--- config.mk ---
export PLATFORM = sky130hd
export DESIGN_NAME = multi_phase_traffic_controller_flat
export DESIGN_NICKNAME = d
export VERILOG_FILES = /design/src/rtl/multi_phase_traffic_controller_pkg.sv /design/src/rtl/multi_phase_traffic_controller_if.sv /design/src/rtl/multi_phase_traffic_controller_tlc_tick_timer.sv /design/src/rtl/multi_phase_traffic_controller.sv /design/src/flat_wrapper.sv
export SDC_FILE = /design/constraint.sdc
export NUM_CORES = 1
export LEC_CHECK = 0
export BUFFER_PORTS_ARGS = -buffer_cell sky130_fd_sc_hd__clkbuf_2
export CORE_ASPECT_RATIO = 0.5
export CORE_MARGIN = 5
export CORE_UTILIZATION = 35
export DETAILED_ROUTE_END_ITERATION = 10
export PLACE_DENSITY_LB_ADDON = 0.05
export SLEW_MARGIN = 20
export SYNTH_ARGS = -nofsm -noshare
export SYNTH_HDL_FRONTEND = slang
export SYNTH_SLANG_ARGS = --single-unit
--- constraint.sdc ---
create_clock -name clk -period 3.3 [get_ports clk]
set_input_delay 0.33 -clock clk [delete_from_list [all_inputs] [get_ports clk]]
set_output_delay 0.33 -clock clk [all_outputs]
set_load 0.05 [all_outputs]
--- src/rtl/multi_phase_traffic_controller_pkg.sv ---
// Shared types and the round-robin search helper for the multi-phase traffic controller.
package traffic_pkg;
    typedef enum logic [1:0] {CLEAR, GREEN, YELLOW, FLASH} state_t;
    typedef enum logic [1:0] {LAMP_OFF, LAMP_RED, LAMP_YELLOW, LAMP_GREEN} lamp_t;

    localparam int MAX_PHASES = 8;

    // First pending phase after cur (wrapping over n phases); falls back to 0 or cur.
    function automatic logic [2:0] next_phase(input logic [2:0] cur,
                                              input logic [MAX_PHASES-1:0] pend,
                                              input int n,
                                              input logic home);
        logic [2:0] res;
        logic       found;
        int         idx;
        res   = home ? 3'd0 : cur;
        found = 1'b0;
        for (int i = 1; i < MAX_PHASES; i++) begin
            idx = int'(cur) + i;
            if (idx >= n) idx = idx - n;
            if (!found && (i < n) && pend[idx[2:0]]) begin
                res   = idx[2:0];
                found = 1'b1;
            end
        end
        return res;
    endfunction
endpackage

--- src/rtl/multi_phase_traffic_controller_if.sv ---
// Request/lamp bundle between the controller and its environment.
interface multi_phase_traffic_controller_if #(
    parameter int NUM_PHASES = 4,
    parameter int TIME_W     = 6
);
    localparam int PH_W = (NUM_PHASES > 1) ? $clog2(NUM_PHASES) : 1;

    logic                  tick_i;
    logic [TIME_W-1:0]     ShortTime_i;
    logic [TIME_W-1:0]     LongTime_i;
    logic [NUM_PHASES-1:0] req_i;
    logic                  flash_i;
    logic [NUM_PHASES-1:0] green_o;
    logic [NUM_PHASES-1:0] yellow_o;
    logic [NUM_PHASES-1:0] red_o;
    logic [PH_W-1:0]       phase_o;
    logic [NUM_PHASES-1:0] pending_o;

    modport master (
        output tick_i, ShortTime_i, LongTime_i, req_i, flash_i,
        input  green_o, yellow_o, red_o, phase_o, pending_o
    );

    modport slave (
        input  tick_i, ShortTime_i, LongTime_i, req_i, flash_i,
        output green_o, yellow_o, red_o, phase_o, pending_o
    );
endinterface

--- src/rtl/multi_phase_traffic_controller_tlc_tick_timer.sv ---
// Tick-strobe down counter; a state loaded with D lasts exactly D ticks (D=0 behaves as 1).
module tlc_tick_timer #(
    parameter int                TIME_W    = 6,
    parameter logic [TIME_W-1:0] RESET_VAL = 1
) (
    input  logic              clk,
    input  logic              rst_n,
    input  logic              i_load,
    input  logic [TIME_W-1:0] i_value,
    input  logic              i_tick,
    output logic              o_expired
);
    localparam logic [TIME_W-1:0] ONE = TIME_W'(1);
    localparam logic [TIME_W-1:0] RST = (RESET_VAL == '0) ? ONE : RESET_VAL;

    logic [TIME_W-1:0] r_count;
    logic [TIME_W-1:0] w_load_val;

    assign w_load_val = (i_value == '0) ? ONE : i_value;
    assign o_expired  = i_tick && (r_count <= ONE);

    always_ff @(posedge clk or negedge rst_n) begin
        if (!rst_n)
            r_count <= RST;
        else if (i_load)
            r_count <= w_load_val;
        else if (i_tick && (r_count != '0))
            r_count <= r_count - ONE;
    end
endmodule

--- src/rtl/multi_phase_traffic_controller.sv ---
// N-phase round-robin traffic light controller with all-red clearance, min-green,
// rest-in-green and flashing maintenance mode. Lamps are registered from the next-state decode.
module multi_phase_traffic_controller
    import traffic_pkg::*;
#(
    parameter int NUM_PHASES  = 4,
    parameter int TIME_W      = 6,
    parameter int CLEAR_TICKS = 2
) (
    input  logic                             clk,
    input  logic                             rst_n,
    multi_phase_traffic_controller_if.slave  bus
);
    localparam int                PH_W  = (NUM_PHASES > 1) ? $clog2(NUM_PHASES) : 1;
    localparam logic [TIME_W-1:0] CLR_T = TIME_W'(CLEAR_TICKS);

    state_t                r_state, w_next_state;
    logic [PH_W-1:0]       r_phase, w_next_phase;
    logic [NUM_PHASES-1:0] r_pending, w_next_pending;
    logic                  r_home, w_next_home;
    logic                  r_blink, w_next_blink;
    logic                  r_min_done, w_next_min_done;
    logic [NUM_PHASES-1:0] r_green, r_yellow, r_red;
    logic [NUM_PHASES-1:0] w_green, w_yellow, w_red;
    logic [NUM_PHASES-1:0] w_req_all, w_cur_mask, w_others, w_clr_mask;
    logic [PH_W-1:0]       w_search;
    logic                  w_load, w_expired;
    logic [TIME_W-1:0]     w_load_val;

    tlc_tick_timer #(.TIME_W(TIME_W), .RESET_VAL(CLR_T)) u_timer (
        .clk       (clk),
        .rst_n     (rst_n),
        .i_load    (w_load),
        .i_value   (w_load_val),
        .i_tick    (bus.tick_i),
        .o_expired (w_expired)
    );

    assign w_req_all  = r_pending | bus.req_i;
    assign w_cur_mask = NUM_PHASES'(1) << r_phase;
    assign w_others   = w_req_all & ~w_cur_mask;
    assign w_search   = PH_W'(next_phase(3'(r_phase), MAX_PHASES'(w_req_all), NUM_PHASES, r_home));

    always_comb begin
        w_next_state    = r_state;
        w_next_phase    = r_phase;
        w_next_home     = r_home;
        w_next_blink    = r_blink;
        w_next_min_done = r_min_done;
        w_load          = 1'b0;
        w_load_val      = '0;
        unique case (r_state)
            CLEAR: if (w_expired) begin
                w_load = 1'b1;
                if (bus.flash_i) begin
                    w_next_state = FLASH;
                    w_next_blink = 1'b1;
                end else begin
                    w_next_state    = GREEN;
                    w_next_phase    = w_search;
                    w_next_home     = 1'b0;
                    w_next_min_done = 1'b0;
                    w_load_val      = bus.LongTime_i;
                end
            end
            GREEN: begin
                if (w_expired) w_next_min_done = 1'b1;
                // A request on the expiring tick counts immediately; flash skips min-green.
                if (bus.flash_i || ((w_expired || r_min_done) && (|w_others))) begin
                    w_next_state = YELLOW;
                    w_load       = 1'b1;
                    w_load_val   = bus.ShortTime_i;
                end
            end
            YELLOW: if (w_expired) begin
                w_next_state = CLEAR;
                w_load       = 1'b1;
                w_load_val   = CLR_T;
            end
            FLASH: if (bus.tick_i) begin
                if (!bus.flash_i) begin
                    w_next_state = CLEAR;
                    w_next_home  = 1'b1;
                    w_next_blink = 1'b0;
                    w_load       = 1'b1;
                    w_load_val   = CLR_T;
                end else begin
                    w_next_blink = ~r_blink;
                end
            end
            default: w_next_state = CLEAR;
        endcase
    end

    // Requests for the phase holding (or taking) green are dropped.
    always_comb begin
        w_clr_mask = '0;
        if (r_state == GREEN)      w_clr_mask = w_clr_mask | w_cur_mask;
        if (w_next_state == GREEN) w_clr_mask = w_clr_mask | (NUM_PHASES'(1) << w_next_phase);
        w_next_pending = w_req_all & ~w_clr_mask;
    end

    always_comb begin
        w_green  = '0;
        w_yellow = '0;
        w_red    = '0;
        for (int k = 0; k < NUM_PHASES; k++) begin
            lamp_t w_lamp;
            w_lamp = LAMP_RED;
            unique case (w_next_state)
                GREEN:   if (PH_W'(k) == w_next_phase) w_lamp = LAMP_GREEN;
                YELLOW:  if (PH_W'(k) == w_next_phase) w_lamp = LAMP_YELLOW;
                FLASH:   w_lamp = !w_next_blink ? LAMP_OFF : ((k == 0) ? LAMP_YELLOW : LAMP_RED);
                default: w_lamp = LAMP_RED;
            endcase
            w_green[k]  = (w_lamp == LAMP_GREEN);
            w_yellow[k] = (w_lamp == LAMP_YELLOW);
            w_red[k]    = (w_lamp == LAMP_RED);
        end
    end

    always_ff @(posedge clk or negedge rst_n) begin
        if (!rst_n) begin
            r_state    <= CLEAR;
            r_phase    <= '0;
            r_pending  <= '0;
            r_home     <= 1'b1;
            r_blink    <= 1'b0;
            r_min_done <= 1'b0;
            r_green    <= '0;
            r_yellow   <= '0;
            r_red      <= '1;
        end else begin
            r_state    <= w_next_state;
            r_phase    <= w_next_phase;
            r_pending  <= w_next_pending;
            r_home     <= w_next_home;
            r_blink    <= w_next_blink;
            r_min_done <= w_next_min_done;
            r_green    <= w_green;
            r_yellow   <= w_yellow;
            r_red      <= w_red;
        end
    end

    assign bus.green_o   = r_green;
    assign bus.yellow_o  = r_yellow;
    assign bus.red_o     = r_red;
    assign bus.phase_o   = r_phase;
    assign bus.pending_o = r_pending;
endmodule

--- src/flat_wrapper.sv ---
// flat-port wrapper written by rule: the top's interface ports become plain ports
module multi_phase_traffic_controller_flat import traffic_pkg::*;
#(
    parameter int NUM_PHASES  = 4,
    parameter int TIME_W      = 6,
    parameter int CLEAR_TICKS = 2
)
  (clk, rst_n, bus_tick_i, bus_ShortTime_i, bus_LongTime_i, bus_req_i, bus_flash_i, bus_green_o, bus_yellow_o, bus_red_o, bus_phase_o, bus_pending_o);
  multi_phase_traffic_controller_if #(.NUM_PHASES(NUM_PHASES), .TIME_W(TIME_W)) bus_i ();
  input  logic clk;
  input  logic rst_n;
  input wire logic [$bits(bus_i.tick_i)-1:0] bus_tick_i;
  input wire logic [$bits(bus_i.ShortTime_i)-1:0] bus_ShortTime_i;
  input wire logic [$bits(bus_i.LongTime_i)-1:0] bus_LongTime_i;
  input wire logic [$bits(bus_i.req_i)-1:0] bus_req_i;
  input wire logic [$bits(bus_i.flash_i)-1:0] bus_flash_i;
  output wire logic [$bits(bus_i.green_o)-1:0] bus_green_o;
  output wire logic [$bits(bus_i.yellow_o)-1:0] bus_yellow_o;
  output wire logic [$bits(bus_i.red_o)-1:0] bus_red_o;
  output wire logic [$bits(bus_i.phase_o)-1:0] bus_phase_o;
  output wire logic [$bits(bus_i.pending_o)-1:0] bus_pending_o;
  assign bus_i.tick_i = bus_tick_i;
  assign bus_i.ShortTime_i = bus_ShortTime_i;
  assign bus_i.LongTime_i = bus_LongTime_i;
  assign bus_i.req_i = bus_req_i;
  assign bus_i.flash_i = bus_flash_i;
  assign bus_green_o = bus_i.green_o;
  assign bus_yellow_o = bus_i.yellow_o;
  assign bus_red_o = bus_i.red_o;
  assign bus_phase_o = bus_i.phase_o;
  assign bus_pending_o = bus_i.pending_o;
  multi_phase_traffic_controller #(.NUM_PHASES(NUM_PHASES), .TIME_W(TIME_W), .CLEAR_TICKS(CLEAR_TICKS)) u_core (.clk(clk), .rst_n(rst_n), .bus(bus_i));
endmodule
==> results.py <==
metrics = {
    "outcome": {
        "status": "completed",
    },
    "power_and_ir_drop": {
        "clkPwrFrac": 0.278,
        "seq_power_share": 0.288,
        "combPwrFrac": 0.434,
        "p_sw_frac": 0.418,
        "total_power_uw": 1890,
        "power_density_mw_per_mm2": 780,
        "p_switching_uw": 789,
        "vdd_drop_max_v": 0.000261,
        "p_int_uw": 1100,
        "p_leak_uw": 0.00101,
    },
    "die": {
        "row_count": 19,
        "die_w_um": 116,
        "core_mm2": 0.00549,
        "num_io_pins": 38,
        "initial_core_util": 0.360,
        "die_height_um": 63.2,
        "dieArea_mm2": 0.00735,
    },
    "worst_setup_path": {
        "regToRegStartpoint": "u_core.bus.phase_o[0]",
        "worst-endpoint-arrival_ns": 3.02,
        "r2r_slack_ns": 0.42,
        "end_kind": "flip-flop",
        "crit_path_max_fanout": 10,
        "timing.rr.end": "u_core.bus.pending_o[3]",
        "path_class": "flip-flop to flip-flop",
        "critPathLaunchType": "flip-flop",
        "cp.required_ns": 3.43,
        "rr_worst_depth": 9,
    },
    "placed_design": {
        "portBuffers": 37,
        "hpwl_um": 3780,
        "gp_congestion": 0.830,
        "place_ws_ns": 0.453,
    },
    "worst_hold_path": {
        "hold_path.class": "input pin to async pin",
    },
    "route": {
        "first_pass_iters": 4,
        "drt_wl_total_um": 4780,
        "drtAntennaViolNets": 0,
        "drt_iter0_drc": 79,
        "vias": 1594,
        "via_per_inst": 5.11,
        "routedWlPerCell_um": 15.3,
        "drc_errors": 0,
    },
    "cts": {
        "cts_num_sinks": 29,
        "post-cts-setup-buffers": 0,
        "clkSlewWorstSetupHoldPaths_ns": 0.05,
        "post_cts_resized": 0,
        "numCtsBuffers": 5,
        "clock-root-buffer": "clkbuf_16",
        "clk_latency_ns": 0.28,
        "cts_tree": "built",
        "htreeDepth": 2,
        "holdBufCountCts": 0,
        "cts_max_path_buffers": 2,
    },
    "yosys": {
        "ys_ff_latch": 29,
        "synth-edff-count": 0,
        "synth.most_common_cell": "dfrtp_1",
        "synth_fp_nets": 229,
        "yosys.cell_types.count": 62,
        "async_flop_share": 1.00,
        "synthTopCellsByCount": "dfrtp_1, a21oi_1, nor2_1",
        "ys.flop_type": "dfrtp_1",
        "syn_avg_cell_area_um2": 10.0,
        "mappedNetlistArea_mm2": 0.00198,
        "synth.top_cell.area_share": 0.291,
        "yosys.area.top_type": "dfrtp_1",
        "synthCells": 197,
        "yosys-top-cells-area": "dfrtp_1, dfstp_2, ha_1, a21oi_1, nor2_1",
        "seq_area_frac_synth": 0.370,
        "synth-warning-count": 0,
    },
    "sta": {
        "relSlewSlack": 0.475,
        "rsz0062_at_grt": "false",
        "fmax_ghz": 0.347,
        "fin_tns_setup_ns": 0,
        "final-setup-viol-count": 0,
        "final-hold-violation-count": 0,
        "drv_slew": 0,
        "clock_skew_ns": 0.00416,
        "period_share": 0.874,
        "fin_crit_ns": 2.88,
        "worstMarginPinSlew_ns": 0.788,
        "fin_ws_ns": 0.415,
    },
    "flow_run": {
        "maxCapViolations": 0,
    },
    "layout": {
        "final_core_util": 0.440,
        "syn2layout_area_growth_pct": 22.1,
        "fillers": 546,
        "final_nets": 270,
        "regArea_um2": 733,
        "drive_gt1_frac": 0.339,
        "multi_input_area_mm2": 0.00117,
        "diodes": 0,
    },
    "global_routing": {
        "antenna_found_initial": 0,
        "grt_pass1_wl_um": 7720,
        "grt_usage": 0.136,
        "grt_pass1_vias": 1581,
        "grt_max_degree": 30,
        "overflow": 0,
    },
}
[layout make-up]
type,instances,share of cell area
Clock buffer,5,0.0518
Timing Repair Buffer,40,0.0860
Inverter,11,0.0192
Tap cell,73,0.0378
Multi-Input combinational cell,151,0.483
Clock inverter,3,0.0192
Sequential cell,29,0.303
[state kept, by name, summed over array words and instances (netlist names)]
name,flops
u_core.u_timer.r_count,6
u_core.bus.green_o,4
u_core.bus.pending_o,4
u_core.bus.red_o,4
u_core.bus.yellow_o,4
u_core.bus.phase_o,2
u_core.r_state,2
u_core.r_blink,1
u_core.r_home,1
u_core.r_min_done,1
[worst max-delay path, stage by stage, from the launching register on]
cell and delay [ns]:
dfrtp_1 0.56, inv_2 0.12, ha_1 0.44, nor4b_2 0.09, and2b_1 0.18, nor4_1 0.50, mux2i_1 0.17, o22a_4 0.31
nor3_2 0.29, a211oi_1 0.08
[worst max path at each step]
stage	startpoint	end	cells past startpoint
finish	u_core.bus.phase_o[0]	u_core.bus.pending_o[3]	9
global route	u_core.bus.phase_o[0]	u_core.bus.pending_o[3]	9
CTS	u_core.bus.phase_o[0]	u_core.bus.pending_o[3]	9
detailed placement	u_core.bus.phase_o[0]	u_core.bus.pending_o[3]	9
global placement	u_core.bus.phase_o[0]	u_core.bus.pending_o[2]	10
floorplan	u_core.bus.phase_o[0]	u_core.bus.pending_o[2]	10
[metal layers]
layer,routed length [um],vias up,global-route usage,part of all wire
met3,308,5,0.0392,0.064
met1,2350,735,0.184,0.49
li1,-,811,-,-
met2,2060,43,0.204,0.43
met5,0,-,0,0
met4,55,0,0.0478,0.012
[logic make-up (layout without fill, tap and decap cells)]
logic type | count (synthesis) | after routing | synth area share
AO/OA/AOI/OAI | 61 | 61 | 0.228
XOR/XNOR | 5 | 5 | 0.0221
adder cells (fa/ha/maj) | 12 | 12 | 0.0759
buffers and inverters | 17 | 59 | 0.0405
flip-flops | 29 | 29 | 0.370
multiplexers | 2 | 2 | 0.0164
AND/OR/NAND/NOR | 71 | 71 | 0.247
[cell usage in the layout (no fill, tap or decap), types with 3 or more instances in the layout]
cell       synthesis  routed
nor3_1             8       8
o21a_1             3       3
clkbuf_16          0       5
dfrtp_1           23      23
nand2_1            6       6
nor4_2             3       3
xnor2_1            5       5
nor2b_1            6       6
o21bai_1           4       4
nand3_1            3       3
buf_4              3       3
a22oi_1            5       5
nor2_1            17      17
ha_1              12      12
a211oi_1           3       3
clkbuf_2           0      37
nor3_2             3       3
a21oi_1           19      19
nand2b_1           4       4
o21ai_0            4       4
inv_1              8       8
dfstp_2            6       6
[stage by stage]
stage | hold slack [ns] | cells | cell area (um^2)
after floorplan | 0.0344 | 197 | 1980
after detailed placement | 0.425 | 304 | 2240
after CTS | 0.129 | 312 | 2420
after global routing | 0.166 | 312 | 2420
after global placement | 0.425 | 304 | 2240
final | 0.0944 | 312 | 2420
[power by group through the flow]
| stage | clock (uW) | sequential (uW) | combinational, uW |
|---|---|---|---|
| after floorplan | 0 | 654 | 533 |
| after global placement | 0 | 547 | 818 |
| after detailed placement | 0 | 550 | 819 |
| after CTS | 538 | 544 | 825 |
| after global routing | 551 | 556 | 891 |
| final | 525 | 542 | 819 |
(Power assumes the default switching activity.)
